==> config.mk <==
export PLATFORM = sky130hd
export DESIGN_NAME = mux_sw_arbiter
export DESIGN_NICKNAME = d
export VERILOG_FILES = /design/src/rtl/mux_sw_arbiter.sv
export SDC_FILE = /design/constraint.sdc
export NUM_CORES = 1
export LEC_CHECK = 0
export CORE_MARGIN = 2
export CORE_UTILIZATION = 49
export DETAILED_ROUTE_END_ITERATION = 10
export PLACE_DENSITY = 0.84
export SLEW_MARGIN = 30
export SYNTH_ARGS = -nofsm -noshare
export SYNTH_HDL_FRONTEND = slang
export SYNTH_SLANG_ARGS = --single-unit
==> constraint.sdc <==
create_clock -name clk -period 3.1 [get_ports clk]
set_input_delay 0.62 -clock clk [delete_from_list [all_inputs] [get_ports clk]]
set_output_delay 0.62 -clock clk [all_outputs]
set_load 0.005 [all_outputs]
==> src/rtl/mux_sw_arbiter.sv <==
// Packet-level round-robin arbiter driving the one-hot select of the router output mux.
// Optional stall watchdog enabled by defining ARB_WATCHDOG_EN.
module mux_sw_arbiter #(
  parameter int unsigned      PORTS     = 5,
  parameter int unsigned      TYPEW     = 2,
  parameter logic [TYPEW-1:0] TYPE_NONE = TYPEW'(0),
  parameter logic [TYPEW-1:0] TYPE_HEAD = TYPEW'(1),
  parameter logic [TYPEW-1:0] TYPE_DATA = TYPEW'(2),
  parameter logic [TYPEW-1:0] TYPE_TAIL = TYPEW'(3)
`ifdef ARB_WATCHDOG_EN
  ,
  parameter int unsigned      WDOG_CYC  = 16
`endif
) (
  input  logic                   clk,
  input  logic                   rst,
  input  logic [PORTS-1:0]       ivalid,
  input  logic [PORTS*TYPEW-1:0] itype,
  input  logic                   ordy,
  output logic [PORTS-1:0]       sel,
  output logic [PORTS-1:0]       ogrant,
  output logic                   obusy,
  output logic                   oerr
);

  localparam int unsigned PW = (PORTS > 1) ? $clog2(PORTS) : 1;

  typedef enum logic {IDLE = 1'b0, BUSY = 1'b1} state_t;

  state_t           state, state_d;
  logic [PW-1:0]    owner, owner_d, rr_ptr, rr_ptr_d, win, owner_inc;
  logic [PORTS-1:0] sel_d, req, flit_vld, stray;
  logic             obusy_d, oerr_d, hd_taken, hd_taken_d;
  logic [TYPEW-1:0] typ [PORTS];

`ifdef ARB_WATCHDOG_EN
  localparam int unsigned CW = $clog2(WDOG_CYC + 1);
  logic [CW-1:0] wd_cnt, wd_cnt_d;
`endif

  // Per-port flit classification
  genvar g;
  generate
    for (g = 0; g < PORTS; g++) begin : g_port
      assign typ[g]      = itype[g*TYPEW +: TYPEW];
      assign flit_vld[g] = ivalid[g] && (typ[g] != TYPE_NONE);
      assign req[g]      = ivalid[g] && (typ[g] == TYPE_HEAD);
      assign stray[g]    = ivalid[g] && ((typ[g] == TYPE_DATA) || (typ[g] == TYPE_TAIL));
    end
  endgenerate

  assign owner_inc = (owner == PW'(PORTS - 1)) ? '0 : owner + PW'(1);

  // Circular first-set scan of head requests starting at rr_ptr
  always_comb begin : p_rr_pick
    logic        found;
    int unsigned idx;
    win   = '0;
    found = 1'b0;
    idx   = 0;
    for (int unsigned k = 0; k < PORTS; k++) begin
      idx = 32'(rr_ptr) + k;
      if (idx >= PORTS) idx = idx - PORTS;
      if (!found && req[PW'(idx)]) begin
        found = 1'b1;
        win   = PW'(idx);
      end
    end
  end

  always_ff @(posedge clk) begin : p_state_reg
    if (rst) begin
      state    <= IDLE;
      sel      <= '0;
      owner    <= '0;
      rr_ptr   <= '0;
      obusy    <= 1'b0;
      oerr     <= 1'b0;
      hd_taken <= 1'b0;
`ifdef ARB_WATCHDOG_EN
      wd_cnt   <= '0;
`endif
    end else begin
      state    <= state_d;
      sel      <= sel_d;
      owner    <= owner_d;
      rr_ptr   <= rr_ptr_d;
      obusy    <= obusy_d;
      oerr     <= oerr_d;
      hd_taken <= hd_taken_d;
`ifdef ARB_WATCHDOG_EN
      wd_cnt   <= wd_cnt_d;
`endif
    end
  end

  always_comb begin : p_next_state
    state_d    = state;
    sel_d      = sel;
    owner_d    = owner;
    rr_ptr_d   = rr_ptr;
    obusy_d    = obusy;
    oerr_d     = 1'b0;
    hd_taken_d = hd_taken;
`ifdef ARB_WATCHDOG_EN
    wd_cnt_d   = wd_cnt;
`endif
    case (state)
      IDLE: begin
        oerr_d = |stray;
        if (|req) begin
          state_d    = BUSY;
          sel_d      = PORTS'(1) << win;
          owner_d    = win;
          obusy_d    = 1'b1;
          hd_taken_d = 1'b0;
`ifdef ARB_WATCHDOG_EN
          wd_cnt_d   = '0;
`endif
        end
      end
      BUSY: begin
        // The granted head is legitimately still presented until consumed
        if (flit_vld[owner] && (typ[owner] == TYPE_HEAD) && hd_taken) oerr_d = 1'b1;
        if (ogrant[owner]) begin
          hd_taken_d = 1'b1;
          if (typ[owner] == TYPE_TAIL) begin
            state_d  = IDLE;
            sel_d    = '0;
            obusy_d  = 1'b0;
            rr_ptr_d = owner_inc;
          end
        end
`ifdef ARB_WATCHDOG_EN
        if (ogrant[owner]) begin
          wd_cnt_d = '0;
        end else if (!flit_vld[owner]) begin
          if (wd_cnt == CW'(WDOG_CYC - 1)) begin
            state_d  = IDLE;
            sel_d    = '0;
            obusy_d  = 1'b0;
            rr_ptr_d = owner_inc;
            oerr_d   = 1'b1;
          end else begin
            wd_cnt_d = wd_cnt + CW'(1);
          end
        end
`endif
      end
      default: state_d = IDLE;
    endcase
  end

  always_comb begin : p_outputs
    ogrant = sel & ivalid & {PORTS{ordy}};
  end

endmodule
==> flow_summary.json, run 1 <==
{
  "ff2ff_setup_slack_ps": 100,
  "worstSetupPathType": "reg -> reg",
  "yosysSeqAreaShare_pct": 16.0,
  "cp_max_fo": 7,
  "holdCritPathClass": "reg -> reg",
  "vias_per_cell": 6.51,
  "min_path_cells": 2,
  "skew_ps": 9.61,
  "arrival_ps": 3170,
  "initial_core_util_pct": 51.1,
  "drive_above_1_share_pct": 26.4,
  "p_sw_share_pct": 31.3,
  "fin_cells": 343,
  "grt_pass1_wl_um": 9350,
  "antenna_cells": 0,
  "switchingPower_mw": 0.183,
  "synthTopCellsByCount": "18 x nand2_1, 16 x nor2_1, 16 x o21ai_0",
  "ir_drop_mv": 0.198,
  "cts_buffer_depth": 2,
  "yosys_register_bits": 15,
  "critical_path.slowest_cell": "or4_4",
  "cts.clk_slew.worst_paths_ps": 70,
  "slew_headroom_pct": 56.3,
  "drt_iter0_drc": 253,
  "clkLatencyLatePin_ps": 250,
  "combPwrFrac_pct": 34.3,
  "avgRoutedWirePerCell_um": 17.7,
  "gr-usage-all-layers_pct": 27.8,
  "min_from": "sel[3]",
  "path_cells": "buf_4, ha_4, and3b_2, nor4_4, buf_4, or3_1, a221o_1, nor4bb_4, and3_4, or4_4, a21oi_2",
  "area_growth_pct": 40.3,
  "antenna_found_initial": 0,
  "place_inst": 337,
  "syn_avg_cell_area_um2": 7.86,
  "synth_edf_count": 0,
  "boundaryPins": 30,
  "dp_hpwl_um": 4610,
  "synth_warnings": 0,
  "maxCapViolCount": 0,
  "critPathCaptureType": "flop",
  "crit_buf_inv": 2,
  "root_buffer": "clkbuf_8",
  "gp_congestion": 1.01,
  "clkPwrFrac_pct": 27.8,
  "die_h_um": 65.8,
  "grt_pass1_vias": 2002,
  "h-tree-depth": 1,
  "cp_top_family": "simple AND/OR/NAND/NOR gates",
  "cp-start-kind": "flop",
  "p_leak_nw": 1.02,
  "netlist_area_mm2": 0.00187,
  "nFillCells": 275,
  "hold_buffers": 0,
  "cts_buffers": 3,
  "dieArea_mm2": 0.00433,
  "synth_top_cell_area_share_pct": 16.0,
  "postSynthCellCount": 238,
  "min_period_over_period_pct": 96.9,
  "synth_async_sr_flop_share_pct": 0,
  "portBuffers": 29,
  "stdcell_area_mm2": 0.00263,
  "synth_most_common_cell": "nand2_1",
  "synthTopCellsByArea": "dfxtp_1 16%, ha_1 6.0%, mux2i_1 5.9%, o21ai_0 4.3%, a21oi_1 3.7%",
  "synth_top_area_cell": "dfxtp_1",
  "place_area_mm2": 0.00242,
  "status": "finished, final reports clean",
  "min_to": "sel[3]",
  "cts_tree": "yes",
  "p_seq_share_pct": 37.8,
  "drt-total-wl_um": 6080,
  "post-route-min-period_ps": 3000,
  "required_ps": 3270,
  "wl_met1_um": 2530,
  "highest_layer": "met4",
  "wl_met3_um": 510,
  "nNetsFinal": 324,
  "worst_path_most_repeated_cell": "buf_4",
  "via_count": 2234,
  "rsz0062_at_grt": "true",
  "grt_max_degree": 16,
  "ant_nets": 0,
  "r2r_start": "rr_ptr[1]",
  "syn_nets": 266,
  "row_count": 22,
  "internal-power_mw": 0.401,
  "coreArea_mm2": 0.00366,
  "r2r-end": "sel[4]",
  "synth_flop_cell": "dfxtp_1",
  "max_slew.worst_pin.slew_ps": 653,
  "synth_cell_types": 70,
  "clock_sinks": 15,
  "dr.pass1.iters": 5,
  "hold_violations": 0,
  "die_w_um": 65.8,
  "fmax_mhz": 333,
  "cpPeakStageDelay_ps": 490,
  "overflow": 0,
  "finalMaxSlewViolations": 0,
  "drcViolationCount": 0,
  "finalSetupViolations": 0,
  "r2r_cells": 11,
  "route.met2.wl_um": 2820,
  "p_per_area_mw_per_mm2": 223
}
[stage by stage]
stage / hold slack [ps] / setup WS, ps / TNS, ps / total power [mW] / utilization (%)
global placement: 477 / -123 / -381 / 0.412 / 66.2
detailed placement: 482 / -131 / -413 / 0.415 / 66.2
CTS: 497 / 16.6 / 0 / 0.581 / 67.6
global route: 536 / -76.4 / -141 / 0.615 / 71.7
floorplan: 458 / 29.6 / 0 / 0.321 / -
finish: 487 / 95.8 / 0 / 0.584 / 71.7
[flip-flops by register name, indices dropped and copies added, names as in the netlist]
signal and cells:
oerr 1, sel 5, obusy 1, hd_taken 1, owner 3, state 1, rr_ptr 3
[cell type report]
| class | count | area (um^2) | area share (%) |
|---|---|---|---|
| inverter | 11 | 41.3 | 1.57 |
| clock inverter | 1 | 5.00 | 0.191 |
| tap | 48 | 60.1 | 2.29 |
| sequential | 15 | 300 | 11.4 |
| timing repair buffer | 64 | 557 | 21.2 |
| clock buffer | 3 | 41.3 | 1.57 |
| multi-input combinational | 201 | 1620 | 61.7 |
[worst max-delay path by stage]
stage	cells after the start	from	endpoint
final	11	rr_ptr[1]	sel[4]
after global routing	11	rr_ptr[2]	sel[3]
after CTS	10	rr_ptr[1]	sel[4]
after detailed placement	8	ivalid[1]	sel[1]
after global placement	8	ivalid[3]	sel[1]
after floorplan	11	rr_ptr[1]	owner[2]
[worst min-delay path: cells and delay by family (launching register included)]
family | cells | cell delay, ps
AO/OA/AOI/OAI | 1 | 50
AND/OR/NAND/NOR | 1 | 60
flip-flops | 1 | 330
[power groups by stage]
stage	registers [mW]	logic (mW)	clock network (mW)
2_1_floorplan	0.217	0.104	0
3_3_place_gp	0.225	0.187	0
3_5_place_dp	0.225	0.190	0
4_1_cts	0.221	0.191	0.168
5_1_grt	0.223	0.217	0.175
6_report	0.221	0.201	0.163
[cells by family (layout without fill, tap and decap cells)]
kind of cell               after synthesis  after routing  share of synthesized area, %
and+or+nand+nor                         95             95                          30.6
AOI/OAI and AO/OA                       77             77                          29.2
buffers and inverters                   22             79                          4.68
muxes                                   15             15                          10.1
DFF                                     15             15                          16.0
adders and majority gates               10             10                          7.09
xor gates and xnor gates                 4              4                          2.27
[layer usage]
metal / vias up / global-route usage (%)
li1: 1036 / -
met1: 1024 / 38.9
met2: 140 / 45.2
met3: 34 / 2.73
met4: 0 / 8.33
met5: - / 0
[layout by cell type, fill, tap and decap left out, types with 3 or more instances in the layout]
cell and instances:
buf_4 34, clkdlybuf4s50_1 29, nand2_1 18, o21ai_0 16, nor2_1 16, dfxtp_1 15, a21oi_1 14, inv_1 10
and3_1 8, mux2i_1 7, nand2b_1 6, ha_1 6, nand3_1 5, nor3_1 5, a211oi_1 5, nor2b_1 4
o211ai_1 4, mux4_2 3, and3b_1 3, nand3b_1 3, nor4_1 3, mux2i_2 3, a211o_1 3, or4_4 3
clkbuf_8 3
[repair_timing]
action | CTS | global route
gates resized for setup | 1 | 25
setup buffers | 0 | 2
gates cloned | 0 | 0
endpoints found under the setup margin | 1 | 8
pin swaps | 0 | 2
Note: power is estimated with default switching activity, not from simulation.
==> run 2: changes to the inputs <==
Settings changed: CORE_MARGIN 2 to unset, REMOVE_ABC_BUFFERS set to 1.
==> flow_summary.json, run 2 (same netlist as run 1, synthesis figures left out) <==
{
  "layout_setup_ws_ps": 127,
  "drt_iter0_drc": 240,
  "p_per_area_mw_per_mm2": 228,
  "required_ps": 3240,
  "slew_headroom_pct": 59.7,
  "hold_buffers": 0,
  "hold_violations": 0,
  "skew_ps": 3.14,
  "portBuffers": 29,
  "ir_drop_mv": 0.293,
  "boundaryPins": 30,
  "largest_register": "sel",
  "die_w_um": 63.8,
  "grt_max_degree": 16,
  "status": "finished, final reports clean",
  "place_inst": 334,
  "top_regs": "sel: 5 flops, owner: 3 flops, rr_ptr: 3 flops",
  "drive_above_1_share_pct": 24.8,
  "min_period_over_period_pct": 95.9,
  "antenna_found_initial": 0,
  "min_to": "obusy",
  "grt_pass1_wl_um": 9580,
  "p_leak_nw": 0.987,
  "ant_nets": 0,
  "max_slew.worst_pin.slew_ps": 599,
  "holdCritPathClass": "reg -> reg",
  "cts_buffer_depth": 2,
  "r2r_cells": 11,
  "finalSetupViolations": 0,
  "critical_path.slowest_cell": "nor4bb_4",
  "clkLatencyLatePin_ps": 250,
  "critPathCaptureType": "flop",
  "dp_hpwl_um": 4690,
  "row_count": 22,
  "arrival_ps": 3120,
  "dr.pass1.iters": 5,
  "dieArea_mm2": 0.00407,
  "nNetsFinal": 319,
  "largest_register_ff_count": 5,
  "clock_sinks": 15,
  "avgRoutedWirePerCell_um": 17.9,
  "maxCapViolCount": 0,
  "area_growth_pct": 36.5,
  "worst_path_most_repeated_cell": "buf_4",
  "cp_max_fo": 7,
  "hold_ws_ps": 498,
  "initial_core_util_pct": 51.1,
  "grt_pass1_vias": 2037,
  "h-tree-depth": 1,
  "min_from": "obusy",
  "final_common_cell": "buf_4",
  "pre_cts_slack_ps": -63.1,
  "post-route-min-period_ps": 2970,
  "wl_met3_um": 444,
  "path_cells": "buf_4, ha_2, and2b_4, nor4_4, or3_1, a221o_1, nor4bb_4, buf_4, mux2i_1, a21oi_2, o41ai_1",
  "cp-start-kind": "flop",
  "finalMaxSlewViolations": 0,
  "r2r_start": "rr_ptr[1]",
  "root_buffer": "clkbuf_8",
  "route.met2.wl_um": 2800,
  "mostFrequentLayoutCells": "30 x buf_4, 29 x clkdlybuf4s50_1, 17 x nand2_1, 16 x nor2_1, 15 x o21ai_0",
  "cpPeakStageDelay_ps": 430,
  "cts.clk_slew.worst_paths_ps": 60,
  "cts_buffers": 3,
  "place_area_mm2": 0.00240,
  "ff2ff_setup_slack_ps": 130,
  "cts_tree": "yes",
  "highest_layer": "met4",
  "overflow": 0,
  "worstSetupPathType": "reg -> reg",
  "cp-startpoint": "rr_ptr[1]",
  "drcViolationCount": 0,
  "wl_met1_um": 2640,
  "fmax_mhz": 336,
  "gp_congestion": 1.09,
  "vias_per_cell": 6.45,
  "r2r-end": "sel[3]",
  "drt-total-wl_um": 6070,
  "min_path_cells": 2,
  "finalPower_mw": 0.583,
  "via_count": 2181,
  "stdcell_area_mm2": 0.00255,
  "antenna_cells": 0,
  "die_h_um": 63.8,
  "coreArea_mm2": 0.00366,
  "fin_cells": 338,
  "gr-usage-all-layers_pct": 30.0
}
## run 2: cell types whose count changed in the layout (fill, tap and decap cells not counted), moves of 2 or more
| cell | delta |
|---|---|
| xnor2_4 | -2 |
| a21oi_2 | +2 |
| a21oi_1 | -2 |
| ha_1 | -2 |
| buf_4 | -4 |
| xnor2_2 | +2 |
## run 2: layout make-up
type	count	area, um^2
repair buffers	59	515
clock inverters	1	5.00
well taps	48	60.1
multi-input cells	201	1590
clock buffers	3	41.3
fillers	284	1110
flip-flops and latches	15	304
inverters	11	41.3
## run 2: how the worst max path moves through the flow
stage                    end  slack [ps]  cells past startpoint
global placement      sel[4]         0.5                      8
floorplan           owner[2]         -40                     10
detailed placement  owner[2]         -60                      8
finish                sel[3]         130                     11
CTS                   sel[3]           8                     11
global route          sel[3]         -10                     12
## run 2: layer usage
layer	vias up	GRT usage [%]
li1	1021	-
met1	1040	41.4
met2	94	46.8
met3	26	2.86
met4	0	14.2
met5	-	0
## run 2: through the flow
step	setup TNS, ps	util (%)
finish	0	69.8
global route	-10.1	69.8
CTS	0	66.8
floorplan	-79.1	-
global placement	0	65.6
detailed placement	-308	65.6
## run 2: timing repair
item / in CTS / in global routing
setup buffers: 0 / 0
setup endpoints to repair: 0 / 7
resized for setup: 0 / 24
## run 2: power by group
part	leakage (nW)	switching, mW	internal (mW)
combinational	0.838	0.0965	0.103
clock	0.0255	0.0729	0.0893
sequential	0.123	0.0170	0.204
## run 2: worst max-delay path: cells and delay by family (launching register included)
kind | cells | cell delay (ps)
flops | 1 | 380
fa+ha+maj | 1 | 240
compound gates | 3 | 570
mux | 1 | 210
buf+inv | 2 | 380
simple gates | 4 | 1070
